<file path="config.mk">
export PLATFORM = sky130hd
export DESIGN_NAME = fpu_ss_wb_arbiter
export DESIGN_NICKNAME = d
export VERILOG_FILES = /design/src/rtl/fpu_ss_pkg.sv /design/src/rtl/fpu_ss_wb_fifo.sv /design/src/rtl/fpu_ss_wb_arbiter.sv
export SDC_FILE = /design/constraint.sdc
export NUM_CORES = 1
export LEC_CHECK = 0
export BUFFER_PORTS_ARGS = -buffer_cell sky130_fd_sc_hd__buf_4
export CAP_MARGIN = 10
export CORE_ASPECT_RATIO = 0.5
export CORE_MARGIN = 5
export CORE_UTILIZATION = 34
export CTS_CLUSTER_SIZE = 8
export DETAILED_ROUTE_END_ITERATION = 10
export GPL_ROUTABILITY_DRIVEN = 0
export REMOVE_ABC_BUFFERS = 1
export SYNTH_ARGS = -nofsm -noshare
export SYNTH_HDL_FRONTEND = slang
export SYNTH_SLANG_ARGS = --single-unit
</file>
<file path="constraint.sdc">
create_clock -name clk_i -period 4.7 [get_ports clk_i]
set_input_delay 0.47 -clock clk_i [delete_from_list [all_inputs] [get_ports clk_i]]
set_output_delay 0.47 -clock clk_i [all_outputs]
set_load 0.01 [all_outputs]
</file>
<file path="src/rtl/fpu_ss_pkg.sv">
// Shared FPU subsystem types: write-back source encoding and the buffered load entry.
package fpu_ss_pkg;

    localparam int unsigned FLEN = 32;

    typedef enum logic [1:0] {
        WbNone = 2'd0,
        WbFpu  = 2'd1,
        WbLsu  = 2'd2
    } wb_src_e;

    typedef struct packed {
        logic [4:0]      rd;
        logic [FLEN-1:0] data;
    } wb_entry_t;

endpackage

</file>
<file path="src/rtl/fpu_ss_wb_fifo.sv">
// Small circular buffer of wb_entry_t; fall-through to the write port is handled by the parent.
module fpu_ss_wb_fifo
    import fpu_ss_pkg::*;
#(
    parameter  int unsigned DEPTH = 2,
    localparam int unsigned AW    = $clog2(DEPTH),
    localparam int unsigned CW    = AW + 1
) (
    input  logic          clk_i,
    input  logic          rst_ni,
    input  logic          i_push,
    input  logic          i_pop,
    input  wb_entry_t     i_data,
    output wb_entry_t     o_head,
    output logic          o_full,
    output logic          o_empty,
    output logic [CW-1:0] o_count
);

    wb_entry_t     r_mem [DEPTH];
    logic [AW-1:0] r_wptr;
    logic [AW-1:0] r_rptr;
    logic [CW-1:0] r_count;

    logic w_do_pop;
    logic w_do_push;

    assign o_empty   = (r_count == '0);
    assign o_full    = (r_count == CW'(DEPTH));
    assign o_count   = r_count;
    assign o_head    = r_mem[r_rptr];
    // A pop in the same cycle frees the slot, so a full FIFO can still accept.
    assign w_do_pop  = i_pop & ~o_empty;
    assign w_do_push = i_push & (~o_full | w_do_pop);

    always_ff @(posedge clk_i or negedge rst_ni) begin
        if (!rst_ni) begin
            r_wptr  <= '0;
            r_rptr  <= '0;
            r_count <= '0;
        end else begin
            if (w_do_push) r_wptr <= r_wptr + 1'b1;
            if (w_do_pop)  r_rptr <= r_rptr + 1'b1;
            case ({w_do_push, w_do_pop})
                2'b10:   r_count <= r_count + CW'(1);
                2'b01:   r_count <= r_count - CW'(1);
                default: r_count <= r_count;
            endcase
        end
    end

    always_ff @(posedge clk_i) begin
        if (w_do_push) r_mem[r_wptr] <= i_data;
    end

endmodule

</file>
<file path="src/rtl/fpu_ss_wb_arbiter.sv">
// FP register-file write-port arbiter: buffered LSU loads vs. FPnew results with bounded FPU starvation.
// Optional FPU stall counter enabled by defining FPU_SS_WB_STALL_CNT_EN.
module fpu_ss_wb_arbiter
    import fpu_ss_pkg::*;
#(
    parameter  int unsigned FLEN           = 32,
    parameter  int unsigned LSU_FIFO_DEPTH = 2,
    parameter  int unsigned MAX_WAIT       = 4,
    localparam int unsigned CW             = $clog2(LSU_FIFO_DEPTH) + 1,
    localparam int unsigned SW             = $clog2(MAX_WAIT + 1)
) (
    input  logic            clk_i,
    input  logic            rst_ni,
    input  logic            fpu_out_valid_i,
    output logic            fpu_out_ready_o,
    input  logic            fpu_rd_is_fp_i,
    input  logic [4:0]      fpu_rd_i,
    input  logic [FLEN-1:0] fpu_data_i,
    input  logic            lsu_valid_i,
    input  logic            lsu_we_i,
    input  logic [4:0]      lsu_rd_i,
    input  logic [FLEN-1:0] lsu_data_i,
    output logic [CW-1:0]   lsu_credit_o,
    output logic            fpr_we_o,
    output logic [4:0]      fpr_waddr_o,
    output logic [FLEN-1:0] fpr_wdata_o,
    output logic [1:0]      wb_src_o,
    output logic            overflow_o,
    output logic [31:0]     stall_cnt_o
);

    wb_src_e       w_grant;
    wb_entry_t     w_lsu_in;
    wb_entry_t     w_fifo_head;
    wb_entry_t     w_head;
    logic          w_lsu_push;
    logic          w_lsu_pend;
    logic          w_fpu_req;
    logic          w_fpu_wait;
    logic          w_fifo_push;
    logic          w_fifo_pop;
    logic          w_fifo_full;
    logic          w_fifo_empty;
    logic [CW-1:0] w_fifo_count;
    logic [SW-1:0] r_starve;
    logic          r_overflow;

    assign w_lsu_in   = '{rd: lsu_rd_i, data: lsu_data_i};
    assign w_lsu_push = lsu_valid_i & lsu_we_i;
    assign w_lsu_pend = ~w_fifo_empty | w_lsu_push;
    assign w_head     = w_fifo_empty ? w_lsu_in : w_fifo_head;
    assign w_fpu_req  = fpu_out_valid_i & fpu_rd_is_fp_i;

    always_comb begin
        w_grant = WbNone;
        if (w_fpu_req && (r_starve == SW'(MAX_WAIT))) w_grant = WbFpu;
        else if (w_lsu_pend)                          w_grant = WbLsu;
        else if (w_fpu_req)                           w_grant = WbFpu;
    end

    assign w_fpu_wait = w_fpu_req & (w_grant != WbFpu);

    // An empty FIFO with a granted load writes straight through and never stores it.
    assign w_fifo_pop  = (w_grant == WbLsu) & ~w_fifo_empty;
    assign w_fifo_push = w_lsu_push & ~((w_grant == WbLsu) & w_fifo_empty);

    fpu_ss_wb_fifo #(
        .DEPTH (LSU_FIFO_DEPTH)
    ) u_fifo (
        .clk_i   (clk_i),
        .rst_ni  (rst_ni),
        .i_push  (w_fifo_push),
        .i_pop   (w_fifo_pop),
        .i_data  (w_lsu_in),
        .o_head  (w_fifo_head),
        .o_full  (w_fifo_full),
        .o_empty (w_fifo_empty),
        .o_count (w_fifo_count)
    );

    always_comb begin
        fpr_waddr_o = '0;
        fpr_wdata_o = '0;
        case (w_grant)
            WbFpu: begin
                fpr_waddr_o = fpu_rd_i;
                fpr_wdata_o = fpu_data_i;
            end
            WbLsu: begin
                fpr_waddr_o = w_head.rd;
                fpr_wdata_o = w_head.data;
            end
            default: ;
        endcase
    end

    assign fpr_we_o        = (w_grant != WbNone);
    assign wb_src_o        = w_grant;
    assign fpu_out_ready_o = ~fpu_rd_is_fp_i | (w_grant == WbFpu);
    assign lsu_credit_o    = CW'(LSU_FIFO_DEPTH) - w_fifo_count;
    assign overflow_o      = r_overflow;

    always_ff @(posedge clk_i or negedge rst_ni) begin
        if (!rst_ni) begin
            r_starve   <= '0;
            r_overflow <= 1'b0;
        end else begin
            if (w_fpu_wait) begin
                if (r_starve != SW'(MAX_WAIT)) r_starve <= r_starve + SW'(1);
            end else begin
                r_starve <= '0;
            end
            if (w_fifo_push && w_fifo_full && !w_fifo_pop) r_overflow <= 1'b1;
        end
    end

`ifdef FPU_SS_WB_STALL_CNT_EN
    logic [31:0] r_stall_cnt;

    always_ff @(posedge clk_i or negedge rst_ni) begin
        if (!rst_ni)         r_stall_cnt <= '0;
        else if (w_fpu_wait) r_stall_cnt <= r_stall_cnt + 32'd1;
    end

    assign stall_cnt_o = r_stall_cnt;
`else
    assign stall_cnt_o = '0;
`endif

endmodule

</file>
# Yosys cells after proc, flatten, opt, wreduce, memory -nomap -nowiden
# Memories as Yosys holds them, arrays and structs flattened.
# Index checks and enable logic that the tools add are counted.
[word_totals]
output_inout_bits = 76
ff_bits = 8
mem_count = 1
ram_bits = 74
input_bits = 80
word_cells = 54
[classes]
n_bitwise = 15
add_sub_neg = 6
n_reduce_logical = 7
mux = 11
eq_ne = 9
[mem_list]
columns = ["name", "words", "word_bits", "rd", "rd_clocked_by_memory_dff", "wr", "line_no", "text"]
rows = [
  ["u_fifo.r_mem", 2, 37, 1, 0, 1, "fpu_ss_wb_fifo.sv:20", "wb_entry_t r_mem [DEPTH];"],
]
[ops]
columns = ["operator", "n"]
rows = [
  ["32-bit case mux with 2 select lines", 1],
  ["37-bit 2-to-1 mux", 1],
  ["5-bit case mux with 2 select lines", 1],
  ["1-bit bitwise AND", 8],
  ["2-bit == test (second input constant)", 3],
  ["3-bit 2-to-1 mux", 2],
  ["2-bit by 1-bit == test with 1-bit output (second input constant)", 2],
  ["2-bit 2-to-1 mux", 2],
  ["2-bit by 1-bit inequality test with 1-bit output (second input constant)", 2],
  ["1-bit inverter", 4],
  ["2-bit case mux with 2 select lines", 1],
  ["2-bit nonzero test", 2],
  ["3-bit by 1-bit adder with 3-bit output (second input constant)", 1],
  ["3-bit == test (second input constant)", 1],
  ["1-bit logical AND", 3],
  ["1-bit 2-to-1 mux", 3],
  ["3-bit inequality test (second input constant)", 1],
  ["1-bit OR", 3],
  ["1-bit adder (second input constant)", 2],
  ["2-bit by 1-bit adder with 2-bit output (second input constant)", 1],
  ["2-bit zero test", 1],
  ["2-bit by 1-bit subtractor with 2-bit output (second input constant)", 1],
  ["2-bit subtractor (first input constant)", 1],
  ["1-bit zero test", 1],
]

# Logic depth before layout (Yosys ltp)
[logic_depth]
ltp_word = 12
ltp_mapped = 10
depth_no_buf = 8

# Cells and area by module
# Synthesis repeated with hierarchy kept, for this count alone.
[unflattened]
hier_cells = 296
hier_area_um2 = 4255.3
[by_module_without_submodules]
columns = ["module", "n_inst", "area_per_inst_um2", "cells_each", "seq_area_each_um2"]
rows = [
  ["fpu_ss_wb_fifo", 1, 2886.5, 139, 2322.2],
  ["fpu_ss_wb_arbiter", 1, 1368.8, 157, 100.1],
]

# Worst setup path after synthesis
# No wires, ideal clock.
[synth_timing]
kind = "register -> register"
startpoint = "register r_starve[0]"
endpoint = "memory u_fifo.r_mem[0][0] in the netlist's numbering (enable)"
n_path_buf = 1
stages_incl_launch_ff = 10
t_arrival_ns = 3.469
required_time_ns = 4.269
synth_period_minus_slack_ns = 3.901
path_slack_ns = 0.799
setup_ns = 0.431
cell_sequence = "dfrtp_1 -> inv_1 -> ha_1 -> nand2_1 -> o21a_1 -> ha_1 -> and2_1 -> buf_2 -> or3b_1 -> nor2_1"
[synth_via]
elab_chain_len = 10
elab_cells_between_ends = 13
classes_between = "eq/ne (2); mux (3); bitwise (7); reduce/logical (1)"
[synth_rtl]
columns = ["element", "line_no", "text"]
rows = [
  ["start, declared", "fpu_ss_wb_arbiter.sv:45", "logic [SW-1:0] r_starve;"],
  ["start signal, assigned", "fpu_ss_wb_arbiter.sv:109", "if (r_starve != SW'(MAX_WAIT)) r_starve <= r_starve + SW'(1);"],
  ["3-bit == test *", "fpu_ss_wb_arbiter.sv:56", "if (w_fpu_req && (r_starve == SW'(MAX_WAIT))) w_grant = WbFpu;"],
  ["1-bit logical AND *", "fpu_ss_wb_arbiter.sv:56", ""],
  ["2-bit 2-to-1 mux *", "fpu_ss_wb_arbiter.sv:56", ""],
  ["net wb_src_o[1]", "fpu_ss_wb_arbiter.sv:27", "output logic [1:0] wb_src_o,"],
  ["2-bit == test *", "fpu_ss_wb_arbiter.sv:64, fpu_ss_wb_arbiter.sv:65", ""],
  ["1-bit bitwise AND (on tied branches)", "fpu_ss_wb_arbiter.sv:64, fpu_ss_wb_arbiter.sv:65", ""],
  ["1-bit bitwise AND / 1-bit inverter (equally long branches)", "fpu_ss_wb_fifo.sv:33, fpu_ss_wb_arbiter.sv:65", ""],
  ["1-bit OR / 1-bit bitwise AND (equally long branches)", "fpu_ss_wb_fifo.sv:34, fpu_ss_wb_arbiter.sv:65", ""],
  ["1-bit bitwise AND *", "fpu_ss_wb_fifo.sv:34", "assign w_do_push = i_push & (~o_full | w_do_pop);"],
  ["1-bit 2-to-1 mux *", "fpu_ss_wb_fifo.sv:53", "if (w_do_push) r_mem[r_wptr] <= i_data;"],
  ["1-bit 2-to-1 mux (implied by the code) *", "fpu_ss_wb_fifo.sv:53", ""],
  ["end, declared", "fpu_ss_wb_fifo.sv:20", ""],
]
# Mark *: on every way through the listed nets, which the timed path passes. The rest lies on a longest branch.

# Final worst setup path
[layout_timing]
startpoint = "register u_fifo.r_count[0] (netlist: u_fifo.o_count[0])"
endpoint = "output port fpr_wdata_o[12]"
[layout_via]
elab_chain_len = 7
elab_cells_between_ends = 9
classes_between = "eq/ne (2); mux (4); bitwise (2); reduce/logical (1)"
[layout_rtl]
columns = ["element", "line_no", "text"]
rows = [
  ["start, declared", "fpu_ss_wb_fifo.sv:23", "logic [CW-1:0] r_count;"],
  ["start signal, assigned", "fpu_ss_wb_fifo.sv:45", "2'b10: r_count <= r_count + CW'(1);"],
  ["start signal, assigned", "fpu_ss_wb_fifo.sv:46", "2'b01: r_count <= r_count - CW'(1);"],
  ["start signal, assigned", "fpu_ss_wb_fifo.sv:47", "default: r_count <= r_count;"],
  ["2-bit zero test *", "fpu_ss_wb_fifo.sv:28", "assign o_empty = (r_count == '0);"],
  ["1-bit inverter", "fpu_ss_wb_arbiter.sv:50", "assign w_lsu_pend = ~w_fifo_empty | w_lsu_push;"],
  ["1-bit OR", "fpu_ss_wb_arbiter.sv:50", ""],
  ["2-bit 2-to-1 mux", "fpu_ss_wb_arbiter.sv:57", "else if (w_lsu_pend) w_grant = WbLsu;"],
  ["2-bit 2-to-1 mux", "fpu_ss_wb_arbiter.sv:56", ""],
  ["2-bit == test / 2-bit by 1-bit == test with 1-bit output (equally long branches)", "fpu_ss_wb_arbiter.sv:84", "case (w_grant)"],
  ["32-bit case mux with 2 select lines *", "fpu_ss_wb_arbiter.sv:84", ""],
  ["end, declared", "fpu_ss_wb_arbiter.sv:26", "output logic [FLEN-1:0] fpr_wdata_o,"],
]
# Every way passes the cells marked *; elsewhere a longest branch is shown, timed or not.

==> key figures <==
Pwr
  – Internal Power: between 2 and 2.5 mW
  – Power per cell area: 613 nW/um^2
  – Comb power frac: roughly 48%
  – Switching pwr: roughly 1.1 mW
  – Lkg Pwr: 2.21 nW
  – Sw Share: 33.4%
  – Maximum vdd drop: 0.000286 V
  – Flop pwr share: 31.0%
  – Clk pwr share: 21.2%

Floorplanning
  – Chip height: slightly below 90 um
  – Core area: ~12000 sq um
  – Num rows: 28
  – Die area: roughly 15000 sq um
  – IO Count: between 150 and 200
  – Initial Util: 35.1%
  – Die X: 167 um

STA
  – Hold slack: 0.333 ns
  – Setup violators final: 0
  – Period Utilization, post-route: 77.0%
  – Skew final: 0.00695 ns
  – Worst Tran Pin Value: ~1.1 ns
  – Max Slew Vio Count: 0
  – Setup TNS: 0 ns
  – Final worst slack: 1.08 ns
  – Max_slew headroom: between 20% and 30%
  – Fmax: 0.276 GHz
  – Tmin final: 3.62 ns
  – Final hold violation count: 0
  – RSZ-0062 raised after global routing: no

Setup path
  – Worst path top cell family by delay: simple AND/OR/NAND/NOR gates
  – R2r setup slk: 1.71 ns
  – Crit path required time: around 4.2 ns
  – Top cell by count, worst path: ha_1
  – Crit Path Class: reg2out
  – Worst path arrival time: around 3.2 ns
  – Worst setup EP type: output pin
  – Slowest stage delay, CP: roughly 0.90 ns
  – Reg2reg path depth: 9
  – Crit path launch type: flip-flop
  – Worst setup path startpoint: u_fifo.o_count[0]
  – CP Max Fanout: 40
  – Slowest stage cell, crit path: nor2b_4
  – Critical Path, Cell by Cell: inv_1 -> ha_1 -> nand2_1 -> o21a_1 -> ha_1 -> nor2b_4 -> a222oi_1 -> nor2b_1 -> buf_4
  – Reg2reg end: u_fifo.r_mem[1][30]
  – Critical path buffer and inverter count: 2
  – Worst R2R Start: u_fifo.o_count[0]

Clocking
  – TritonCTS clock tree: yes
  – Total CTS buffers: 9
  – CTS resizes: 0
  – H-tree depth: 3
  – CTS Sinks: 82
  – CTS clk-pin slew, worst paths: 0.06 ns
  – Clock Root Buffer: clkbuf_16
  – CTS max path bufs: 2
  – Worst skew pair latency: approximately 0.33 ns

Synthesis
  – Commonest cells in the netlist: edfxtp_1 (74), nor2b_1 (39), a222oi_1 (37), buf_4 (33), mux2_4 (20)
  – Mean Syn Cell Area: 14.3 sq um
  – EDFF count, synth: 74
  – Cells after Synth: 294
  – Main synth FF type: edfxtp_1
  – Synth Register Bits: 82
  – Share of Yosys cell area claimed by the top area cell type: approximately 53%
  – Syn Std Cell Area: 4200 sq um
  – Post-synthesis sequential area ratio: 57.7%
  – Most common cell in the netlist: edfxtp_1
  – Synth warn: 0
  – Synth cell types: 32
  – Largest area contributor in the netlist: edfxtp_1
  – FFs w/ async S/R, synth: 9.76%
  – Largest cells by area after synthesis: edfxtp_1 (53%), a222oi_1 (8.8%), mux2_4 (7.2%), buf_4 (5.9%), nor2b_1 (5.8%)

Global routing
  – Vias in the first global route: 2907
  – Grt ovf: 0
  – First-pass GRT wire length: 14400 um
  – Initial antenna violation count: 0
  – Largest net degree at the start of global routing: 41
  – Total track usage: 12.5%

Final layout
  – NumNets Final: 497
  – Diodes inserted: 0
  – Area Growth Syn to Fin: 30.1%
  – Fraction of layout cells with a size suffix above 1: 43.4%
  – Fillcell total: 1075

Worst hold path
  – Hold endpoint: u_fifo.r_mem[1][28]
  – Hold Crit Depth: 1
  – HP Start: lsu_data_i[28]
  – Hold WC Path Type: in2reg

Run
  – Max-cap viol count: 0

Drt
  – Final wirelength: 9740 um
  – Via density: about 4.8
  – DR WL/cell: 16.8 um
  – 1st-iter DRT viols: approximately 320
  – Pre-antenna DRT Iters: 9
  – Routed Antenna Nets: 0
  – Via count: between 2000 and 3000
  – DRC errors left: 0

Placement
  – Pre-CTS setup slack: 1.50 ns
  – Port Buffer Count: about 120
  – DPL Wire Length: 6630 um

Run status
  – Status: complete, no violations
-- cells by family (layout without fill, tap and decap cells) --
group	count (synthesis)	count (layout)	synth area share (%)
AO/OA/AOI/OAI	44	44	9.93
XOR/XNOR	5	5	1.04
adder cells (fa/ha/maj)	7	7	2.09
buffers and inverters	61	151	9.12
flip-flops	82	82	57.7
multiplexers	39	39	12.2
other	1	32	0.0893
AND/OR/NAND/NOR	55	55	7.84
-- flip-flops by register name, indices dropped and copies added, names as in the netlist --
register / count
overflow_o: 1
r_starve: 3
u_fifo.o_count: 2
u_fifo.r_mem: 74
u_fifo.r_rptr: 1
u_fifo.r_wptr: 1
-- per-stage QoR --
stage                     power [mW]  instances  util, %  area, sq um
after CTS                       3.40        580     45.7         5460
final                           3.35        580     45.7         5460
after global placement          2.67        563     43.0         5140
after detailed placement        2.67        563     43.0         5140
after floorplan                 1.96        271        -         3960
after global routing            3.55        580     45.7         5460
-- power groups by stage --
stage	Combinational [mW]	Clock (mW)	Sequential, mW
after global routing	1.74	0.763	1.05
after floorplan	0.930	0	1.03
after CTS	1.62	0.731	1.04
after global placement	1.61	0	1.05
final	1.60	0.710	1.04
after detailed placement	1.61	0	1.06
-- final cells by class --
| cell class | count | area, sq um | share of cell area (%) |
|---|---|---|---|
| Clock buffer | 9 | 225 | 4.12 |
| Clock inverter | 7 | 83.8 | 1.54 |
| Inverter | 7 | 26.3 | 0.481 |
| Multi-Input combinational cell | 182 | 1530 | 28.0 |
| Sequential cell | 82 | 2420 | 44.4 |
| Tap cell | 165 | 206 | 3.78 |
| Timing Repair Buffer | 128 | 963 | 17.6 |
-- timing repair --
action / CTS / global route
hold buffers: 1 / 0
hold endpoints to repair: 8 / 0
setup buffers: 0 / 0
-- placed cells by master, fill, tap and decap left out, types with 2 or more instances in the layout --
| cell type | count |
|---|---|
| a222oi_1 | 37 |
| buf_4 | 127 |
| bufinv_16 | 2 |
| clkbuf_16 | 9 |
| clkinv_1 | 3 |
| conb_1 | 32 |
| dfrtp_1 | 7 |
| edfxtp_1 | 74 |
| ha_1 | 7 |
| inv_1 | 7 |
| mux2_2 | 16 |
| mux2_4 | 20 |
| mux2i_1 | 2 |
| nand2_1 | 4 |
| nand2b_1 | 2 |
| nor2_4 | 2 |
| nor2b_1 | 38 |
| nor3_1 | 3 |
| o21ai_0 | 2 |
| xnor2_1 | 4 |
-- metal layers --
metal  GRT usage [%]  part of all wire (%)  vias up
met1            13.8                    39     1387
met2            23.7                    54       91
met5               0                     0        -
met4            3.98                   1.2        0
li1                -                     -     1314
met3            3.70                   5.6        9
-- worst max-delay path by stage --
stage                               endpoint  cells after the start
after CTS                    fpr_wdata_o[12]                      9
after detailed placement     fpr_wdata_o[12]                      9
after global placement       fpr_wdata_o[10]                      9
final                        fpr_wdata_o[12]                      9
after floorplan           u_fifo.r_mem[0][0]                      8
after global routing         fpr_wdata_o[12]                      9
(Power assumes the default switching activity.)
